<file path="config.mk">
export PLATFORM = sky130hd
export DESIGN_NAME = id_ex_operand_stage
export DESIGN_NICKNAME = d
export VERILOG_FILES = /design/src/rtl/id_ex_operand_stage_pkg.sv /design/src/rtl/id_ex_operand_stage_ex_fwd_mux.sv /design/src/rtl/id_ex_operand_stage.sv
export SDC_FILE = /design/constraint.sdc
export NUM_CORES = 1
export LEC_CHECK = 0
export CORE_ASPECT_RATIO = 1.4
export CORE_MARGIN = 8
export CORE_UTILIZATION = 30
export DETAILED_ROUTE_END_ITERATION = 8
export SKIP_CTS_REPAIR_TIMING = 1
export SYNTH_ARGS = -nofsm -noshare
export SYNTH_HDL_FRONTEND = slang
export SYNTH_HIERARCHICAL = 1
export SYNTH_SLANG_ARGS = --single-unit
</file>
<file path="constraint.sdc">
create_clock -name clk -period 1.7 [get_ports clk]
set_input_delay 0.34 -clock clk [delete_from_list [all_inputs] [get_ports clk]]
set_output_delay 0.34 -clock clk [all_outputs]
set_load 0.03 [all_outputs]
</file>
<file path="src/rtl/id_ex_operand_stage_pkg.sv">
// Shared constants for the ID->EX operand stage.
//   ALU_* : ALU operation codes. This is the encoding the ALU and the decoder also use.
//   OP1_* : operand-1 select values.
//   OP2_* : operand-2 select values. The fourth encoding is reserved and yields 0.
package id_ex_operand_stage_pkg;

  localparam logic [3:0] ALU_ADD  = 4'h0;
  localparam logic [3:0] ALU_SUB  = 4'h1;
  localparam logic [3:0] ALU_SLL  = 4'h2;
  localparam logic [3:0] ALU_SLT  = 4'h3;
  localparam logic [3:0] ALU_SLTU = 4'h4;
  localparam logic [3:0] ALU_XOR  = 4'h5;
  localparam logic [3:0] ALU_SRL  = 4'h6;
  localparam logic [3:0] ALU_SRA  = 4'h7;
  localparam logic [3:0] ALU_OR   = 4'h8;
  localparam logic [3:0] ALU_AND  = 4'h9;

  localparam logic       OP1_RS1  = 1'b0;
  localparam logic       OP1_PC   = 1'b1;

  localparam logic [1:0] OP2_RS2  = 2'b00;
  localparam logic [1:0] OP2_IMM  = 2'b01;
  localparam logic [1:0] OP2_FOUR = 2'b10;

endpackage

</file>
<file path="src/rtl/id_ex_operand_stage_ex_fwd_mux.sv">
// ex_fwd_mux: EX-stage bypass for one register source. It exists only in builds that define EX_FORWARD_EN.
//   idx      : source register index held in the EX stage
//   reg_val  : value captured from the register file
//   mem_*    : destination, write enable and data of the MEM stage
//   wb_*     : destination, write enable and data of the WB stage
//   value    : bypassed operand
// The MEM stage wins over WB because it holds the younger result.
// Source x0 is never bypassed, because x0 is always zero.
`ifdef EX_FORWARD_EN
module ex_fwd_mux #(
  parameter int XLEN  = 32,
  parameter int RF_AW = 5
) (
  input  logic [RF_AW-1:0] idx,
  input  logic [XLEN-1:0]  reg_val,
  input  logic [RF_AW-1:0] mem_rd,
  input  logic             mem_we,
  input  logic [XLEN-1:0]  mem_data,
  input  logic [RF_AW-1:0] wb_rd,
  input  logic             wb_we,
  input  logic [XLEN-1:0]  wb_data,
  output logic [XLEN-1:0]  value
);

  always_comb begin
    value = reg_val;
    if (idx != '0) begin
      if (mem_we && (mem_rd == idx))
        value = mem_data;
      else if (wb_we && (wb_rd == idx))
        value = wb_data;
    end
  end

endmodule
`endif

</file>
<file path="src/rtl/id_ex_operand_stage.sv">
// id_ex_operand_stage: the ID->EX pipeline register of the RV32I pipeline, plus the ALU operand selection.
//   Control inputs : clk, rst (synchronous, active-high), bubble (hold), flush (squash to NOP)
//   ID inputs      : pc_d, rs1_data_d, rs2_data_d, imm_d, rs1_d, rs2_d, rd_d, alu_func_d,
//                    op1_sel_d, op2_sel_d, reg_write_d, valid_d
//   Bypass inputs  : fwd_mem_*, fwd_wb_* (present only when EX_FORWARD_EN is defined)
//   Outputs        : op1, op2, alu_func (these go to the ALU)
//                    store_data_e, rd_e, reg_write_e, valid_e (these go to EX/MEM)
// Optional feature: macro EX_FORWARD_EN adds the MEM/WB bypass on rs1 and rs2.
// Without it, the hazard unit must stall instead.
// Update priority on each clock edge: rst, then flush, then bubble, then load.
module id_ex_operand_stage
  import id_ex_operand_stage_pkg::*;
#(
  parameter int XLEN  = 32,
  parameter int RF_AW = 5
) (
  input  logic             clk,
  input  logic             rst,
  input  logic             bubble,
  input  logic             flush,
  input  logic [XLEN-1:0]  pc_d,
  input  logic [XLEN-1:0]  rs1_data_d,
  input  logic [XLEN-1:0]  rs2_data_d,
  input  logic [XLEN-1:0]  imm_d,
  input  logic [RF_AW-1:0] rs1_d,
  input  logic [RF_AW-1:0] rs2_d,
  input  logic [RF_AW-1:0] rd_d,
  input  logic [3:0]       alu_func_d,
  input  logic             op1_sel_d,
  input  logic [1:0]       op2_sel_d,
  input  logic             reg_write_d,
  input  logic             valid_d,
`ifdef EX_FORWARD_EN
  input  logic [RF_AW-1:0] fwd_mem_rd,
  input  logic             fwd_mem_we,
  input  logic [XLEN-1:0]  fwd_mem_data,
  input  logic [RF_AW-1:0] fwd_wb_rd,
  input  logic             fwd_wb_we,
  input  logic [XLEN-1:0]  fwd_wb_data,
`endif
  output logic [XLEN-1:0]  op1,
  output logic [XLEN-1:0]  op2,
  output logic [3:0]       alu_func,
  output logic [XLEN-1:0]  store_data_e,
  output logic [RF_AW-1:0] rd_e,
  output logic             reg_write_e,
  output logic             valid_e
);

  logic [XLEN-1:0]  pc_e, rs1_data_e, rs2_data_e, imm_e;
  logic             op1_sel_e, reg_write_q;
  logic [1:0]       op2_sel_e;
  logic [XLEN-1:0]  rs1v, rs2v;

  function automatic logic [XLEN-1:0] op2_pick(input logic [1:0] sel, input logic [XLEN-1:0] rs2,
                                               input logic [XLEN-1:0] imm);
    case (sel)
      OP2_RS2:  op2_pick = rs2;
      OP2_IMM:  op2_pick = imm;
      OP2_FOUR: op2_pick = XLEN'(4);
      default:  op2_pick = '0;
    endcase
  endfunction

  // ---- ID -> EX stage register ----
  // The data registers are cleared together with the control registers.
  // A squashed slot then shows op1 = op2 = 0, which is the same value seen after reset.
`ifdef EX_FORWARD_EN
  logic [RF_AW-1:0] rs1_e, rs2_e;

  always_ff @(posedge clk) begin
    if (rst || flush) begin
      rs1_e <= '0;
      rs2_e <= '0;
    end else if (!bubble) begin
      rs1_e <= rs1_d;
      rs2_e <= rs2_d;
    end
  end
`else
  // Without the bypass, the source indices are not needed past ID.
  logic unused_idx;
  assign unused_idx = ^{rs1_d, rs2_d};
`endif

  always_ff @(posedge clk) begin
    if (rst || flush) begin
      valid_e     <= 1'b0;
      reg_write_q <= 1'b0;
      rd_e        <= '0;
      pc_e        <= '0;
      rs1_data_e  <= '0;
      rs2_data_e  <= '0;
      imm_e       <= '0;
      alu_func    <= ALU_ADD;
      op1_sel_e   <= OP1_RS1;
      op2_sel_e   <= OP2_RS2;
    end else if (!bubble) begin
      valid_e     <= valid_d;
      reg_write_q <= reg_write_d;
      rd_e        <= rd_d;
      pc_e        <= pc_d;
      rs1_data_e  <= rs1_data_d;
      rs2_data_e  <= rs2_data_d;
      imm_e       <= imm_d;
      alu_func    <= alu_func_d;
      op1_sel_e   <= op1_sel_d;
      op2_sel_e   <= op2_sel_d;
    end
  end

  // ---- EX: bypass, then operand mux ----
`ifdef EX_FORWARD_EN
  ex_fwd_mux #(.XLEN(XLEN), .RF_AW(RF_AW)) u_fwd_rs1 (
    .idx(rs1_e), .reg_val(rs1_data_e),
    .mem_rd(fwd_mem_rd), .mem_we(fwd_mem_we), .mem_data(fwd_mem_data),
    .wb_rd(fwd_wb_rd), .wb_we(fwd_wb_we), .wb_data(fwd_wb_data),
    .value(rs1v)
  );

  ex_fwd_mux #(.XLEN(XLEN), .RF_AW(RF_AW)) u_fwd_rs2 (
    .idx(rs2_e), .reg_val(rs2_data_e),
    .mem_rd(fwd_mem_rd), .mem_we(fwd_mem_we), .mem_data(fwd_mem_data),
    .wb_rd(fwd_wb_rd), .wb_we(fwd_wb_we), .wb_data(fwd_wb_data),
    .value(rs2v)
  );
`else
  assign rs1v = rs1_data_e;
  assign rs2v = rs2_data_e;
`endif

  assign op1          = (op1_sel_e == OP1_PC) ? pc_e : rs1v;
  assign op2          = op2_pick(op2_sel_e, rs2v, imm_e);
  assign store_data_e = rs2v;
  // rd == x0 is deliberately not masked here, because the register file ignores writes to x0.
  assign reg_write_e  = reg_write_q & valid_e;

endmodule

</file>
==> results of run 1 <==
-- sequential cells by signal, indices dropped and copies added, names as in the netlist --
| signal | cells |
|---|---|
| pc_e | 32 |
| rd_e | 5 |
| imm_e | 32 |
| rs1_data_e | 32 |
| valid_e | 1 |
| alu_func | 4 |
| op2_sel_e | 2 |
| store_data_e | 32 |
| op1_sel_e | 1 |
| reg_write_q | 1 |
-- per-layer routing --
metal	part of all wire, %	global-route usage (%)	vias to the layer above
li1	-	-	2407
met1	40	15.4	2274
met2	50	24.3	181
met3	8.8	6.36	23
met4	1.5	4.63	2
met5	0.069	0	-
-- report_power, final --
group          total, mW  switching [mW]  internal [mW]  leakage (nW)
registers           3.51          0.0724           3.44          1.16
clock network       4.12            1.46           2.66         0.311
logic               1.23           0.554          0.678          3.35
total               8.86            2.09           6.77          4.82
-- synth_stat cells --
cell        n
a21oi_1     1
and2_1      1
buf_2      12
buf_4       3
buf_6      19
clkbuf_1   10
dfxtp_1   142
mux2_2     32
mux2i_1   173
nand2b_1    1
nor2_1    173
nor3_1      1
or2_1       1
-- cells by family after synthesis --
| family | count (synthesis) | share of synthesized area, % |
|---|---|---|
| multiplexers | 205 | 35.2 |
| AND/OR/NAND/NOR | 177 | 11.3 |
| buffers and inverters | 44 | 5.62 |
| flip-flops | 142 | 47.8 |
| AO/OA/AOI/OAI | 1 | 0.0841 |
-- worst max-delay path: stages (launching register included) --
cell,delay (ps)
dfxtp_4,400
clkbuf_16,190
mux2_2,340
buf_2,180
-- cell usage in the layout, fill, tap and decap left out, drive strengths merged, types with 2 or more instances in the layout --
cell type,netlist,layout
nor2,173,173
inv,0,3
clkinv,0,2
clkdlybuf4s50,0,144
mux2i,173,173
clkinvlp,0,2
dlymetal6s2s,0,43
clkbuf,10,25
bufinv,0,5
buf,34,81
dfxtp,142,142
mux2,32,32
-- worst paths after layout --
kind | slack, ps | end | depth (start not counted)
max | -150 | op1[13] | 3
min reg2reg | 490 | pc_e[14]$_SDFFE_PP0N_ | 2
max reg2reg | 840 | op1_sel_e$_SDFFE_PP0N_ | 3
min | 350 | imm_e[11]$_SDFFE_PP0N_ | 3
-- final cells by class --
type	instances	area share (%)
clock inverters	12	2.22
flip-flops and latches	142	30.3
repair buffers	274	29.8
multi-input cells	383	29.7
well taps	252	3.35
clock buffers	19	4.70
==> impl_metrics.json, run 1 <==
{
  "dieArea_um2": 24600,
  "clkLatencyLatePin_ps": 410,
  "finalCriticalPeriod_ps": 1850,
  "dp_hpwl_um": 13500,
  "p_total_mw": 8.86,
  "rsz0062_at_grt": "yes",
  "setup_viol": 63,
  "holdCritStartpoint": "bubble",
  "r2r_start": "op1_sel_e$_SDFFE_PP0N_",
  "rows": 61,
  "drive_above_1_share_pct": 18.8,
  "multiInputGateArea_um2": 2800,
  "grt_pass1_vias": 5253,
  "die_w_um": 135,
  "tns_ps": -6550,
  "die_h_um": 183,
  "nets": 974,
  "max_freq_mhz": 541,
  "antenna_left": 0,
  "hold_viol": 0,
  "finalWorstSetupSlack_ps": -150,
  "register_area_um2": 2850,
  "setup.worst_path.start": "op1_sel_e$_SDFFE_PP0N_",
  "synth_cell_types": 13,
  "max_slew_margin_pct": 73.8,
  "syn_avg_cell_area_um2": 10.5,
  "synth_nets": 725,
  "place_ws_ps": -192,
  "yosys.area.top_type_share_pct": 47.8,
  "cts_root_buf": "clkbuf_16",
  "p_per_area_nw_per_um2": 940,
  "io_buffers": 252,
  "first_iter_violations": 149,
  "start_util_pct": 30.2,
  "drv_cap": 0,
  "grt.total_usage_pct": 14.3,
  "antenna_found_initial": 1,
  "critPathArrivalTime_ps": 1510,
  "crit_required_ps": 1360,
  "path_class": "flop to output pin",
  "cts_num_sinks": 142,
  "cts_max_level": 4,
  "cts_buffers": 17,
  "wl_um": 18700,
  "worst-path-max-fanout": 13,
  "placed_cell_area_um2": 8640,
  "post_drt_wl_per_cell_um": 17.3,
  "globalRouteOverflowTotal": 0,
  "vias_per_cell": 4.52,
  "synthesis.area_um2": 5950,
  "num_vias": 4887,
  "synth-seq-cells": 142,
  "fill_cells": 1861,
  "first_pass_iters": 5,
  "hold_class": "input pin to flop",
  "drc": 0,
  "dp_cells": 1045,
  "violations": "setup timing",
  "peakVddDrop_v": 0.000504,
  "status": "finished, violations left",
  "grt_max_degree": 37,
  "ys_seq_area_share_pct": 47.8,
  "ys_warn_count": 6,
  "top_level_ports": 263,
  "synth_top_cell_by_area": "dfxtp_1",
  "fin_hold_ws_ps": 348,
  "globalplace.congestion": 0.764,
  "area_delta_synth_final_pct": 58.5,
  "cts_tree": "yes",
  "drv_slew": 0,
  "cp-start-kind": "flop",
  "fin_worst_skew_ps": 0,
  "grt_pass1_wl_um": 27800,
  "post-route-period-util_pct": 109,
  "antenna_cells": 0,
  "clockBufferDepth": 2,
  "p_leak_nw": 4.82,
  "end_kind": "output pin",
  "synth.area.top_cells": "dfxtp_1 48%, mux2i_1 29%, nor2_1 11%, mux2_2 6.1%, buf_6 3.6%",
  "final_area_um2": 9430,
  "coreArea_um2": 19700,
  "path_clk_slew_ps": 60,
  "synthCells": 569,
  "utilization_pct": 47.9,
  "tightestPinTransition_ps": 392,
  "stdcell_count": 1082
}
Power figures use the tool's default switching activity.
==> run 2: changes to the inputs <==
--- a/config.mk
+++ b/config.mk
@@ -5,6 +5,7 @@
 export SDC_FILE = /design/constraint.sdc
 export NUM_CORES = 1
 export LEC_CHECK = 0
+export ABC_AREA = 1
 export CORE_ASPECT_RATIO = 1.4
 export CORE_MARGIN = 8
 export CORE_UTILIZATION = 30
==> run 2 against run 1 <==
The run still ends with setup timing left. Highest routed layer is now met4. Worst setup slack got worse by 46 ps. Synthesized cell count rose by 90%. Clock skew did not move. Combinational power rose by 49%. Die area rose by 8.9%. Non-clock buffer count rose by 42. Clock-buffer cell count rose by 3. Global-route usage rose by 1.3 points. Final area rose by 20%. Area after synthesis rose by 9.9%.
==> impl_metrics.json, run 2 <==
{
  "status": "finished, violations left",
  "violations": "setup timing",
  "drv_cap": 0,
  "ys_seq_area_share_pct": 43.5,
  "layout_commonest_cell": "nand2_1",
  "drv_slew": 0,
  "die_w_um": 141,
  "start_util_pct": 30.2,
  "stdcell_count": 1626,
  "num_vias": 6976,
  "grt_max_degree": 66,
  "use_met1_pct": 17.2,
  "worst-path-max-fanout": 7,
  "top_level_ports": 263,
  "syn_avg_cell_area_um2": 6.05,
  "globalplace.congestion": 0.766,
  "place_ws_ps": 67.6,
  "path_clk_slew_ps": 60,
  "drc": 0,
  "post_drt_wl_per_cell_um": 14.6,
  "tightestPinTransition_ps": 385,
  "setup_viol": 60,
  "ys_warn_count": 6,
  "cts_num_sinks": 142,
  "p_per_area_nw_per_um2": 797,
  "area_delta_synth_final_pct": 72.7,
  "max_slew_margin_pct": 74.3,
  "fin_worst_skew_ps": 0,
  "antenna_cells": 0,
  "fill_cells": 2071,
  "io_buffers": 252,
  "synth_common_cells": "380 x nand2_1, 285 x nor2_1, 143 x inv_1, 142 x dfxtp_1, 41 x buf_2",
  "hold_viol": 0,
  "first_iter_violations": 281,
  "synth_edf_count": 0,
  "finalCriticalPeriod_ps": 1900,
  "antenna_left": 0,
  "post-route-period-util_pct": 112,
  "dp_cells": 1566,
  "max_freq_mhz": 527,
  "die_h_um": 191,
  "p_total_mw": 9.00,
  "cts_max_level": 4,
  "yosys.area.top_type_share_pct": 43.5,
  "rows": 64,
  "cp-start-kind": "flop",
  "synth_ff_type": "dfxtp_1",
  "synth_nets": 1236,
  "gr-usage-met3_pct": 6.06,
  "path_class": "flop to output pin",
  "nets": 1507,
  "peakVddDrop_v": 0.000613,
  "crit_required_ps": 1360,
  "grt_pass1_wl_um": 33400,
  "drive_above_1_share_pct": 20.0,
  "finalWorstSetupSlack_ps": -196,
  "clkLatencyLatePin_ps": 420,
  "critPathArrivalTime_ps": 1560,
  "synthesis.area_um2": 6540,
  "coreArea_um2": 21600,
  "yosys.cell_count.top_type": "nand2_1",
  "grt.total_usage_pct": 15.6,
  "synth_cell_types": 11,
  "final_cell_mix": "292 x nand2_1, 284 x nor2_1, 144 x clkdlybuf4s50_1, 142 x inv_1, 139 x dfxtp_1",
  "cts_tree": "yes",
  "first_pass_iters": 4,
  "p_leak_nw": 6.05,
  "hold_class": "input pin to flop",
  "end_kind": "output pin",
  "async_reset_ff_share_pct": 0,
  "synth_top_cell_by_area": "dfxtp_1",
  "synthCells": 1080,
  "fin_hold_ws_ps": 387,
  "clockBufferDepth": 2,
  "grt_pass1_vias": 6480,
  "antenna_found_initial": 0,
  "vias_per_cell": 4.29,
  "dieArea_um2": 26800,
  "top_usage_layer": "met2",
  "cts_buffers": 17,
  "met2_usage_pct": 26.0,
  "wl_um": 23800,
  "rsz0062_at_grt": "yes",
  "globalRouteOverflowTotal": 0,
  "cts_root_buf": "clkbuf_16",
  "dp_hpwl_um": 14900,
  "synth.area.top_cells": "dfxtp_1 43%, nand2_1 22%, nor2_1 16%, inv_1 8.2%, buf_2 3.1%",
  "synth-seq-cells": 142
}
==> run 2: cell count changes after synthesis, sizes merged, moves of 2 or more <==
| cell | before | now |
|---|---|---|
| nand2 | 0 | 380 |
| mux2i | 173 | 0 |
| inv | 0 | 143 |
| nor2 | 173 | 286 |
| o21ai | 0 | 33 |
| mux2 | 32 | 0 |
| nand3 | 0 | 32 |
| buf | 34 | 56 |
| clkbuf | 10 | 8 |
==> run 2: logic make-up (layout without fill, tap and decap cells) <==
| logic type | Yosys count | count (layout) | synth area share [%] |
|---|---|---|---|
| AND/OR/NAND/NOR | 698 | 698 | 40.8 |
| buffers and inverters | 207 | 489 | 13.2 |
| flip-flops | 142 | 142 | 43.5 |
| AO/OA/AOI/OAI | 33 | 33 | 2.53 |
==> run 2: worst paths after layout <==
kind / startpoint / to / slack, ps / depth (start not counted)
worst min-delay path: bubble / rd_e[0]$_SDFFE_PP0N_ / 390 / 3
worst max-delay path: op2_sel_e[0]$_SDFFE_PP0N_ / op2[27] / -200 / 6
worst max register to register: op1_sel_e$_SDFFE_PP0N_ / op1_sel_e$_SDFFE_PP0N_ / 700 / 6
worst min register to register: rd_e[2]$_SDFFE_PP0N_ / rd_e[2]$_SDFFE_PP0N_ / 500 / 4
==> run 2: worst max-delay path: stages, from the launching register on <==
cell and delay [ps]:
dfxtp_4 380, nor2_4 170, buf_12 140, clkbuf_16 180, nand2_2 60, nand2_2 80, buf_6 130
==> run 2: cell type report <==
cell class / count / area [um^2] / area share [%]
Timing Repair Buffer: 316 / 3630 / 32.1
Multi-Input combinational cell: 731 / 3400 / 30.1
Sequential cell: 142 / 2850 / 25.2
Inverter: 143 / 539 / 4.78
Clock buffer: 22 / 454 / 4.02
Tap cell: 264 / 330 / 2.92
Clock inverter: 8 / 92.6 / 0.820
==> run 2: per-stage QoR <==
| stage | cell area, um^2 | util, % | TNS, ps |
|---|---|---|---|
| CTS | 9930 | 45.9 | -16350 |
| finish | 11300 | 52.2 | -7350 |
| floorplan | 6540 | - | 0 |
| global placement | 9380 | 43.4 | 0 |
| global route | 11300 | 52.2 | -11200 |
| detailed placement | 9380 | 43.4 | 0 |
==> run 2: layer usage <==
metal	routed length [um]	part of all wire, %
met1	9340	39
met5	0	0
met2	12100	51
met3	1570	6.6
met4	717	3.0
==> run 2: power by group <==
group / internal, mW / switching, mW
registers: 3.47 / 0.102
clock network: 2.17 / 1.43
logic: 0.908 / 0.923
total: 6.55 / 2.45
